$ cat config.mk
export PLATFORM = sky130hd
export DESIGN_NAME = palette_lookup_arbiter
export DESIGN_NICKNAME = d
export VERILOG_FILES = /design/src/rtl/palette_arb_pkg.sv /design/src/rtl/palette_lookup_arbiter_rr_pick2.sv /design/src/rtl/palette_lookup_arbiter.sv
export SDC_FILE = /design/constraint.sdc
export NUM_CORES = 1
export LEC_CHECK = 0
export CELL_PAD_IN_SITES_DETAIL_PLACEMENT = 0
export CELL_PAD_IN_SITES_GLOBAL_PLACEMENT = 1
export CORE_MARGIN = 2
export CORE_UTILIZATION = 35
export DETAILED_ROUTE_END_ITERATION = 8
export PLACE_DENSITY = 0.93
export SLEW_MARGIN = 20
export SYNTH_ARGS = -nofsm -noshare
export SYNTH_HDL_FRONTEND = slang
export SYNTH_HIERARCHICAL = 1
export SYNTH_SLANG_ARGS = --single-unit
$ cat constraint.sdc
create_clock -name Clk -period 9.1 [get_ports Clk]
set_input_delay 1.82 -clock Clk [delete_from_list [all_inputs] [get_ports Clk]]
set_output_delay 1.82 -clock Clk [all_outputs]
set_load 0.02 [all_outputs]
$ cat src/rtl/palette_arb_pkg.sv
// palette_arb_pkg: shared defaults, types and helpers for the palette lookup arbiter.
package palette_arb_pkg;
    localparam int NREQ_DEF  = 4;
    localparam int IDX_W_DEF = 5;
    localparam int RGB_W_DEF = 12;
    localparam int MAX_NREQ  = 8;

    typedef logic [RGB_W_DEF-1:0] rgb_t;
    typedef logic [IDX_W_DEF-1:0] idx_t;

    function automatic logic [2:0] oh2idx(input logic [MAX_NREQ-1:0] oh);
        logic [2:0] r;
        r = '0;
        for (int i = 0; i < MAX_NREQ; i++) r = r | (oh[i] ? 3'(i) : 3'd0);
        return r;
    endfunction
endpackage

$ cat src/rtl/palette_lookup_arbiter_rr_pick2.sv
// rr_pick2: finds the first two valid requesters in round-robin order starting at ptr_i.
module rr_pick2
    import palette_arb_pkg::*;
#(
    parameter int NREQ = NREQ_DEF
) (
    input  logic [NREQ-1:0]         valid_i,
    input  logic [$clog2(NREQ)-1:0] ptr_i,
    output logic [NREQ-1:0]         gnt0_o,
    output logic [NREQ-1:0]         gnt1_o,
    output logic                    found0_o,
    output logic                    found1_o
);
    logic [NREQ-1:0] upper, rest;

    function automatic logic [NREQ-1:0] lowest(input logic [NREQ-1:0] v);
        return v & (~v + NREQ'(1));
    endfunction

    // Positions at or above the pointer win first; falling back to the whole vector is the wrap.
    always_comb begin
        upper    = ~((NREQ'(1) << ptr_i) - NREQ'(1));
        gnt0_o   = lowest(|(valid_i & upper) ? (valid_i & upper) : valid_i);
        rest     = valid_i & ~gnt0_o;
        gnt1_o   = lowest(|(rest & upper) ? (rest & upper) : rest);
        found0_o = |gnt0_o;
        found1_o = |gnt1_o;
    end
endmodule

$ cat src/rtl/palette_lookup_arbiter.sv
// palette_lookup_arbiter: shares two external palette read ports among NREQ requesters,
// round-robin, two grants per cycle, registering each requester's looked-up colour.
module palette_lookup_arbiter
    import palette_arb_pkg::*;
#(
    parameter int NREQ  = NREQ_DEF,
    parameter int IDX_W = IDX_W_DEF,
    parameter int RGB_W = RGB_W_DEF
) (
    input  logic                       Clk,
    input  logic                       Reset,
    input  logic [NREQ-1:0]            req_valid,
    input  logic [NREQ-1:0][IDX_W-1:0] req_index,
    output logic [NREQ-1:0]            req_ready,
    output logic [NREQ-1:0]            rsp_valid,
    output logic [NREQ-1:0][RGB_W-1:0] rsp_rgb,
    output logic [IDX_W-1:0]           pal_index0,
    output logic [IDX_W-1:0]           pal_index1,
    input  logic [RGB_W-1:0]           pal_rgb0,
    input  logic [RGB_W-1:0]           pal_rgb1,
    output logic [15:0]                stall_cnt
);
    localparam int PW = $clog2(NREQ);

    logic [PW-1:0]              ptr_q, ptr_d, sel0, sel1;
    logic [NREQ-1:0]            gnt0, gnt1, rsp_valid_q, rsp_valid_d;
    logic [NREQ-1:0][RGB_W-1:0] rsp_rgb_q, rsp_rgb_d;
    logic [15:0]                stall_q, stall_d;
    logic                       found0, found1;

    function automatic logic [PW-1:0] next_ptr(input logic [PW-1:0] s);
        return (s == PW'(NREQ - 1)) ? '0 : s + PW'(1);
    endfunction

    rr_pick2 #(.NREQ(NREQ)) u_pick (
        .valid_i (req_valid),
        .ptr_i   (ptr_q),
        .gnt0_o  (gnt0),
        .gnt1_o  (gnt1),
        .found0_o(found0),
        .found1_o(found1)
    );

    always_comb begin
        sel0        = PW'(oh2idx(MAX_NREQ'(gnt0)));
        sel1        = PW'(oh2idx(MAX_NREQ'(gnt1)));
        req_ready   = Reset ? '0 : (gnt0 | gnt1);
        pal_index0  = (Reset || !found0) ? '0 : req_index[sel0];
        pal_index1  = (Reset || !found1) ? '0 : req_index[sel1];
        ptr_d       = found1 ? next_ptr(sel1) : found0 ? next_ptr(sel0) : ptr_q;
        rsp_valid_d = req_ready;
        for (int i = 0; i < NREQ; i++)
            rsp_rgb_d[i] = gnt0[i] ? pal_rgb0 : gnt1[i] ? pal_rgb1 : rsp_rgb_q[i];
        stall_d     = ($countones(req_valid) > 2 && stall_q != 16'hFFFF) ? stall_q + 16'd1 : stall_q;
    end

    always_ff @(posedge Clk) begin
        if (Reset) begin
            ptr_q       <= '0;
            rsp_valid_q <= '0;
            rsp_rgb_q   <= '0;
            stall_q     <= '0;
        end else begin
            ptr_q       <= ptr_d;
            rsp_valid_q <= rsp_valid_d;
            rsp_rgb_q   <= rsp_rgb_d;
            stall_q     <= stall_d;
        end
    end

    assign rsp_valid = rsp_valid_q;
    assign rsp_rgb   = rsp_rgb_q;
    assign stall_cnt = stall_q;
endmodule

# After elaboration in Yosys (flattened, before gate mapping)

Index checks and enable logic that the tools add are counted.

Flip-flop bits (word level): 70
Bits in latches: 0
Bits in writable memories: 0
Bits in read-only memories: 0
Bits of input ports: 50
Output and inout bits: 82
Logic and storage cells: 78
Memories: 0

$add $sub $neg: 9
Multiply operators: 0
Divide/modulo/power cells: 0
Order comparisons: 3
Equal/unequal tests: 3
Shift-type cells: 1
Multiplexer cells: 27
Bitwise operators: 14
Reduce and logical (&&, ||, !) cells: 14

Operators by type and width:

| operator              | count |
|---|---|
| $mux 12               | 8 |
| $and 4x4->4           | 5 |
| $bmux 5 s2            | 2 |
| $mux 5                | 4 |
| $add 16x1->16 const B | 1 |
| $mux 2                | 8 |
| $ne 16x16->1 const B  | 1 |
| $not 4->4             | 4 |
| $reduce_or 4->1       | 4 |
| $mux 4                | 3 |
| $reduce_bool 2->1     | 5 |
| $add 4x1->4 const B   | 2 |
| $lt 2x3->1 const B    | 2 |
| $add 1x1->2           | 2 |
| $add 2x1->2 const B   | 2 |
| $eq 2x2->1 const B    | 2 |
| $or 1x2->2            | 2 |
| $or 2x2->2            | 2 |
| $or 4x4->4            | 1 |
| $shl 1x2->4 const A   | 1 |
| $sub 4x2->4 const B   | 1 |
| $add 2x2->3           | 1 |
| $gt 3x2->1 const B    | 1 |
| $logic_not 1->1       | 2 |
| 3 further kinds       | 5 |

# Depth between registers and ports, before layout

Gate-level depths: netlist (run 1).

Depth in word-level cells: 23
Gate-level depth with buffers: 11
Mapped depth without buffers: 10

# Hierarchy

The synthesis (run 1) kept the hierarchy.

By module, submodules not included:

| module                 | times used | cells an instance | area each (um2) | seq. area each (um2) |
|---|---|---|---|---|
| palette_lookup_arbiter | 1          | 463               | 3662.3          | 1401.3 |
| rr_pick2               | 1          | 52                | 335.3           | 0.0 |

# Worst setup path after synthesis (run 1)

No wires, ideal clock.

Path kind: in2out
Start: input port req_valid[3]
End: output port pal_index1[1]
Data arrival time: 4.040 ns
Slack: 3.240 ns
Stages on the path: 8
Buffers on the path: 3
Path through: buf_2 xnor2_1 or2_2 a31oi_1 buf_1 clkbuf_1 o21ai_0 a311oi_1

Cells in the longest elaborated chain, start to end: 20
Elaborated cells on any way between the ends: 25
Those cells by class: add/sub (2); mux (8); bitwise (10); reduce/logical (5)

RTL lines:

| item                         | RTL line                              | text |
|---|---|---|
| start: declaration           | palette_lookup_arbiter.sv:12          | `input logic [NREQ-1:0] req_valid,` |
| $and 4x4->4                  | palette_lookup_arbiter_rr_pick2.sv:23 | `gnt0_o = lowest(\|(valid_i & upper) ? (valid_i & upper) : valid_i);` |
| $reduce_or 4->1              | palette_lookup_arbiter_rr_pick2.sv:23 |  |
| $mux 4                       | palette_lookup_arbiter_rr_pick2.sv:23 |  |
| $not 4->4                    | palette_lookup_arbiter_rr_pick2.sv:17 | `return v & (~v + NREQ'(1));` |
| $add 4x1->4                  | palette_lookup_arbiter_rr_pick2.sv:17 |  |
| $and 4x4->4                  | palette_lookup_arbiter_rr_pick2.sv:17 |  |
| $not 4->4                    | palette_lookup_arbiter_rr_pick2.sv:24 | `rest = valid_i & ~gnt0_o;` |
| $and 4x4->4 *                | palette_lookup_arbiter_rr_pick2.sv:24 |  |
| [5 not listed]               | --                                    |  |
| $and 4x4->4 *                | palette_lookup_arbiter_rr_pick2.sv:17 |  |
| net gnt1[1]                  | palette_lookup_arbiter.sv:26          | `logic [NREQ-1:0] gnt0, gnt1, rsp_valid_q, rsp_valid_d;` |
| $mux 1                       | palette_arb_pkg.sv:14                 | `for (int i = 0; i < MAX_NREQ; i++) r = r \| (oh[i] ? 3'(i) : 3'd0);` |
| $or 1x2->2                   | palette_arb_pkg.sv:14                 |  |
| $or 2x2->2                   | palette_arb_pkg.sv:14                 |  |
| $bmux 5 s2                   | palette_lookup_arbiter.sv:49          | `pal_index1 = (Reset \|\| !found1) ? '0 : req_index[sel1];` |
| $mux 5 (not written as such) | palette_lookup_arbiter.sv:49          |  |
| $mux 5 *                     | palette_lookup_arbiter.sv:49          |  |
| end: declaration             | palette_lookup_arbiter.sv:18          | `output logic [IDX_W-1:0] pal_index1,` |

The timed path passes the listed nets; every way through them passes the cells marked *. The select of a mux whose other input is x is not followed.

# Worst setup path after layout (run 1)

Start: input port req_valid[2]
End: output port pal_index1[3]

The elaborated chain is that of the path after synthesis.

==> results of run 1 <==
[flip-flops by register name (all words and copies together) (netlist names)]
signal     flops
ptr_q          2
rsp_rgb       48
rsp_valid      4
stall_cnt     16
[where the power goes]
group / leakage [nW] / switching [mW] / total, mW / internal, mW
registers: 0.573 / 0.0206 / 0.355 / 0.335
logic: 1.37 / 0.181 / 0.330 / 0.148
clock network: 0.162 / 0.135 / 0.390 / 0.255
total: 2.11 / 0.337 / 1.07 / 0.738
[worst max-delay path: cells and delay by family]
family | cells | cell delay, ps
AO/OA/AOI/OAI | 4 | 1740
buffers and inverters | 2 | 1310
AND/OR/NAND/NOR | 1 | 350
[layer usage]
metal | up-vias | share of wire | wire length [um]
met2 | 116 | 0.48 | 5830
li1 | 2028 | - | -
met5 | - | 0 | 0
met4 | 0 | 0.020 | 242
met3 | 20 | 0.062 | 758
met1 | 1920 | 0.44 | 5300
[cell families (layout without fill, tap and decap cells)]
family / count (synthesis) / in the layout
AOI/OAI and AO/OA: 125 / 125
xor gates and xnor gates: 4 / 4
adders and majority gates: 6 / 6
buffers and inverters: 53 / 167
DFF: 70 / 70
muxes: 56 / 56
and+or+nand+nor: 201 / 201
[worst min-delay path by stage]
stage          slack, ps            to  depth (start not counted)    startpoint
4_1_cts              520  stall_cnt[7]                          2  stall_cnt[7]
2_1_floorplan        570  stall_cnt[1]                          2  stall_cnt[1]
5_1_grt              570  stall_cnt[1]                          2  stall_cnt[1]
6_report             520  stall_cnt[7]                          2  stall_cnt[7]
3_3_place_gp         490  stall_cnt[7]                          2  stall_cnt[7]
3_5_place_dp         510  stall_cnt[7]                          2  stall_cnt[7]
[cell usage in the layout (no fill, tap or decap), drive strengths merged, types with 7 or more instances in the layout]
| cell | n |
|---|---|
| o21ai | 17 |
| clkdlybuf4s50 | 130 |
| nor2 | 125 |
| mux2i | 51 |
| dfxtp | 70 |
| clkbuf | 11 |
| inv | 12 |
| nand2b | 7 |
| a211oi | 11 |
| buf | 9 |
| a311oi | 12 |
| nand2 | 18 |
| a21oi | 61 |
| nor2b | 16 |
[through the flow]
step                      utilization  hold slack [ps]
final                           0.508              515
after global routing            0.508              573
after CTS                       0.508              515
after detailed placement        0.478              507
after global placement          0.478              490
after floorplan                     -              569
[final cells by class]
type	count	area, um2
inverter	12	45.0
timing repair buffer	139	1370
clock inverter	5	81.3
multi-input combinational	392	2400
sequential	70	1400
fill	1069	5550
tap	143	179
clock buffer	11	253
==> impl_metrics.yaml, run 1 <==
synth:
  ys_async_sr_fraction: 0
  synth_edf_count: 0
  ys_seq_area_frac: 0.351
  synth_compound_area_frac: 0.193
  yosys_most_used_dff: "dfxtp_1"
  syn_avg_cell_area_um2: 7.76
  synth.distinct_cells: 54
  syn_nets: 570
  synth_warnings: 6
  synth_common_cells: "nor2_1 (125), dfxtp_1 (70), a21oi_1 (61)"
  synth_mux_area_frac: 0.142
  synth_area_leaders: "dfxtp_1 (35%), mux2i_1 (13%), nor2_1 (12%)"
  synth_top_family_by_area: "simple AND/OR/NAND/NOR gates"
  synth-xor-area-share: 0.00876
  synthCells: 515
  synth_top_area_frac: 0.351
  synth_most_common_cell: "nor2_1"
  synth.largest_area_cell: "dfxtp_1"
  synth_area_um2: 4000
  synth-seq-cells: 70
  synthAdderAreaFrac: 0.0200
  yosys.area_share.simple: 0.229
setup_path:
  worst_ep_arrival_time_ps: 5240
  slowest_delay_ps: 880
  critical_path_class: "in -> out"
  r2r-start: "ptr_q[1]"
  rr_endpoint: "rsp_rgb[20]"
  endpoint: "pal_index1[3]"
  cp.required_ps: 7280
  critPathLaunch: "req_valid[2]"
  crit_path_end_kind: "output port"
  worstPathCellList: "clkdlybuf4s50_1 -> o21a_1 -> or3_1 -> a31oi_4 -> o21ai_0 -> a311oi_1 -> clkdlybuf4s50_1"
  rrSetupSlack_ps: 6440
  critPathMostFrequentCell: "clkdlybuf4s50_1"
  crit_fanout: 31
  worstSetupStartpointType: "input port"
  reg2reg_depth: 7
  slowest_stage: "a31oi_4"
global_routing:
  antenna_found_initial: 0
  grt_pass1_vias: 3967
  met3_usage: 0.0569
  grt-busiest-layer: "met2"
  track_usage: 0.191
  use_met2: 0.318
  grt_pass1_wl_um: 19400
  grt_max_degree: 82
  grt_overflow_total: 0
  use_met1: 0.233
clock_network:
  cts_max_level: 3
  clock_latency_ps: 330
  cts_buffer_depth: 2
  cts_root_buffer: "clkbuf_16"
  cts.sinks: 70
  cts_resized: 0
  tritoncts: "yes"
  ctsHoldBuffers: 0
  cts_buffers: 9
  path_clk_slew_ps: 60
  cts_setup_buffers: 0
layout:
  n_antenna_cell: 0
  layout-drive-gt1-share: 0.0652
  fin_nets: 679
  instances_no_fill: 772
  finalInstanceArea_um2: 5730
  area_growth_pct: 43.3
power:
  finalPower_mw: 1.07
  peakVddDrop_uv: 116
  power_leakage_nw: 2.11
  power_density_nw_per_um2: 188
sta:
  fin_crit_sh: 0.776
  maxSlewHeadroom: 0.273
  rsz0062_at_grt: "false"
  min_period_ps: 7060
  setup_viol: 0
  slew_violations: 0
  tightest_slew_ps: 1090
  setup-tns-final_ps: 0
  fin_ws_ps: 2040
  finalHoldViolCount: 0
  clock.fmax_mhz: 142
  clock_skew_ps: 7.33
detailed_routing:
  drtAntennaViolNets: 0
  num_vias: 4084
  drt-vias-per-instance: 5.29
  drtIter0Drc: 144
  drt-total-wl_um: 12100
  wl_per_cell_um: 15.7
  first_pass_iters: 4
  drc: 0
die:
  ioPinCount: 132
  die_area_um2: 12300
  core_um2: 11300
  fp.dieH_um: 111
  fp.dieW_um: 111
  start_util: 0.355
  rows: 39
place:
  globalplace.congestion: 0.819
  placed_cell_area_um2: 5390
  dp_cells: 756
  dp_hpwl_um: 8320
  pre_cts_slack_ps: 2060
  port_buffers: 131
run_status:
  status: "complete, no violations"
hold_path:
  hp-class: "reg -> reg"
flow_run:
  maxCapViolCount: 0
(Power assumes the default switching activity.)
==> run 2: changes to the inputs <==
--- a/config.mk
+++ b/config.mk
@@ -8,9 +8,9 @@
 export CELL_PAD_IN_SITES_DETAIL_PLACEMENT = 0
 export CELL_PAD_IN_SITES_GLOBAL_PLACEMENT = 1
 export CORE_MARGIN = 2
-export CORE_UTILIZATION = 35
+export CORE_UTILIZATION = 30
 export DETAILED_ROUTE_END_ITERATION = 8
-export PLACE_DENSITY = 0.93
+export PLACE_DENSITY = 0.85
 export SLEW_MARGIN = 20
 export SYNTH_ARGS = -nofsm -noshare
 export SYNTH_HDL_FRONTEND = slang
==> constraint.sdc (replaced) <==
create_clock -name Clk -period 6.1 [get_ports Clk]
set_input_delay 1.22 -clock Clk [delete_from_list [all_inputs] [get_ports Clk]]
set_output_delay 1.22 -clock Clk [all_outputs]
set_load 0.02 [all_outputs]
==> run 2 against run 1 <==
Effect of this change:
- total power up 50%
- clock power up 48%
- clock-buffer cell count is the same
- highest routed layer unchanged
==> impl_metrics.yaml, run 2 (same netlist as run 1, synthesis figures left out) <==
layout:
  fin_nets: 683
  n_antenna_cell: 0
  final_util: 0.441
  largest_register_ffs: 48
  final_common_cell: "clkdlybuf4s50_1"
  finalInstanceArea_um2: 5790
  layout-drive-gt1-share: 0.0696
  fill_cells: 1313
  instances_no_fill: 808
  layout_common_cells: "clkdlybuf4s50_1 (130), nor2_1 (124), dfxtp_1 (70)"
  area_growth_pct: 44.9
die:
  fp.dieW_um: 119
  fp.dieH_um: 119
  rows: 42
  core_um2: 13100
  die_area_um2: 14300
  ioPinCount: 132
  start_util: 0.304
sta:
  setup_viol: 0
  slew_violations: 0
  clock_skew_ps: 5.62
  clock.fmax_mhz: 181
  rsz0062_at_grt: "false"
  min_period_ps: 5520
  tightest_slew_ps: 841
  maxSlewHeadroom: 0.439
  fin_ws_ps: 578
  fin_crit_sh: 0.905
  finalHoldViolCount: 0
  setup-tns-final_ps: 0
  hold_ws_ps: 523
clock_network:
  clock_latency_ps: 340
  cts_setup_buffers: 0
  cts_max_level: 3
  tritoncts: "yes"
  cts.sinks: 70
  ctsHoldBuffers: 0
  path_clk_slew_ps: 50
  cts_buffer_depth: 2
  cts_root_buffer: "clkbuf_16"
  cts_resized: 0
  cts_buffers: 9
setup_path:
  crit_path_end_kind: "output port"
  cp.required_ps: 4880
  critical_path_class: "in -> out"
  worstSetupStartpointType: "input port"
  crit_fanout: 21
  worst_ep_arrival_time_ps: 4300
run_status:
  status: "complete, no violations"
place:
  pre_cts_slack_ps: 562
  port_buffers: 131
  globalplace.congestion: 0.862
  placed_cell_area_um2: 5470
  dp_hpwl_um: 9410
  dp_cells: 793
global_routing:
  grt_pass1_wl_um: 21100
  grt_pass1_vias: 3956
  antenna_found_initial: 0
  track_usage: 0.187
  grt_max_degree: 80
  grt_overflow_total: 0
detailed_routing:
  drt-vias-per-instance: 5.15
  route.met3.wl_um: 906
  drtIter0Drc: 249
  top_layer: "met4"
  met2_length_um: 6010
  drtAntennaViolNets: 0
  wl_per_cell_um: 16.5
  drc: 0
  first_pass_iters: 4
  num_vias: 4164
  drt-total-wl_um: 13300
  met1_length_um: 6150
power:
  peakVddDrop_uv: 124
  power_density_nw_per_um2: 278
  power_leakage_nw: 2.13
  finalPower_mw: 1.61
flow_run:
  maxCapViolCount: 0
hold_path:
  hp-class: "reg -> reg"
## run 2: report_power, final
part	internal, mW	switching, mW	total [mW]
sequential	0.500	0.0317	0.531
combinational	0.225	0.276	0.500
clock	0.376	0.201	0.577
total	1.10	0.508	1.61
## run 2: worst paths after layout
path                       from             to  slack [ps]  depth (start not counted)
hold reg to reg   stall_cnt[13]  stall_cnt[13]         520                          2
setup / recovery   req_valid[2]  pal_index1[3]         580                          7
hold / removal    stall_cnt[13]  stall_cnt[13]         520                          2
setup reg to reg       ptr_q[1]    rsp_rgb[21]        3550                          8
## run 2: per-layer routing
layer,vias up,global-route usage
li1,2041,-
met1,1961,0.244
met2,142,0.288
met3,20,0.0527
met4,0,0.0831
met5,-,0
## run 2: cell type report
cell class              instances  area (um2)  area share
clock buffers                  11         253      0.0436
clock inverters                 4        70.1      0.0121
inverters                      12        45.0     0.00777
multi-input cells             392        2410       0.416
flip-flops and latches         70        1400       0.242
well taps                     176         220      0.0380
repair buffers                143        1400       0.241
## run 2: worst max-delay path: stages
cell,delay (ps)
clkdlybuf4s50_1,670
o21a_1,310
or3_1,360
a31oi_4,530
a211oi_1,170
a311oi_1,350
clkdlybuf4s50_1,670
==> run 3: changes to the inputs <==
--- a/config.mk
+++ b/config.mk
@@ -5,12 +5,14 @@
 export SDC_FILE = /design/constraint.sdc
 export NUM_CORES = 1
 export LEC_CHECK = 0
+export CAP_MARGIN = 15
 export CELL_PAD_IN_SITES_DETAIL_PLACEMENT = 0
 export CELL_PAD_IN_SITES_GLOBAL_PLACEMENT = 1
 export CORE_MARGIN = 2
 export CORE_UTILIZATION = 30
 export DETAILED_ROUTE_END_ITERATION = 8
 export PLACE_DENSITY = 0.85
+export SKIP_LAST_GASP = 1
 export SLEW_MARGIN = 20
 export SYNTH_ARGS = -nofsm -noshare
 export SYNTH_HDL_FRONTEND = slang
==> results of run 3 <==
Final layout, timing and power as in run 2 (identical DEF).
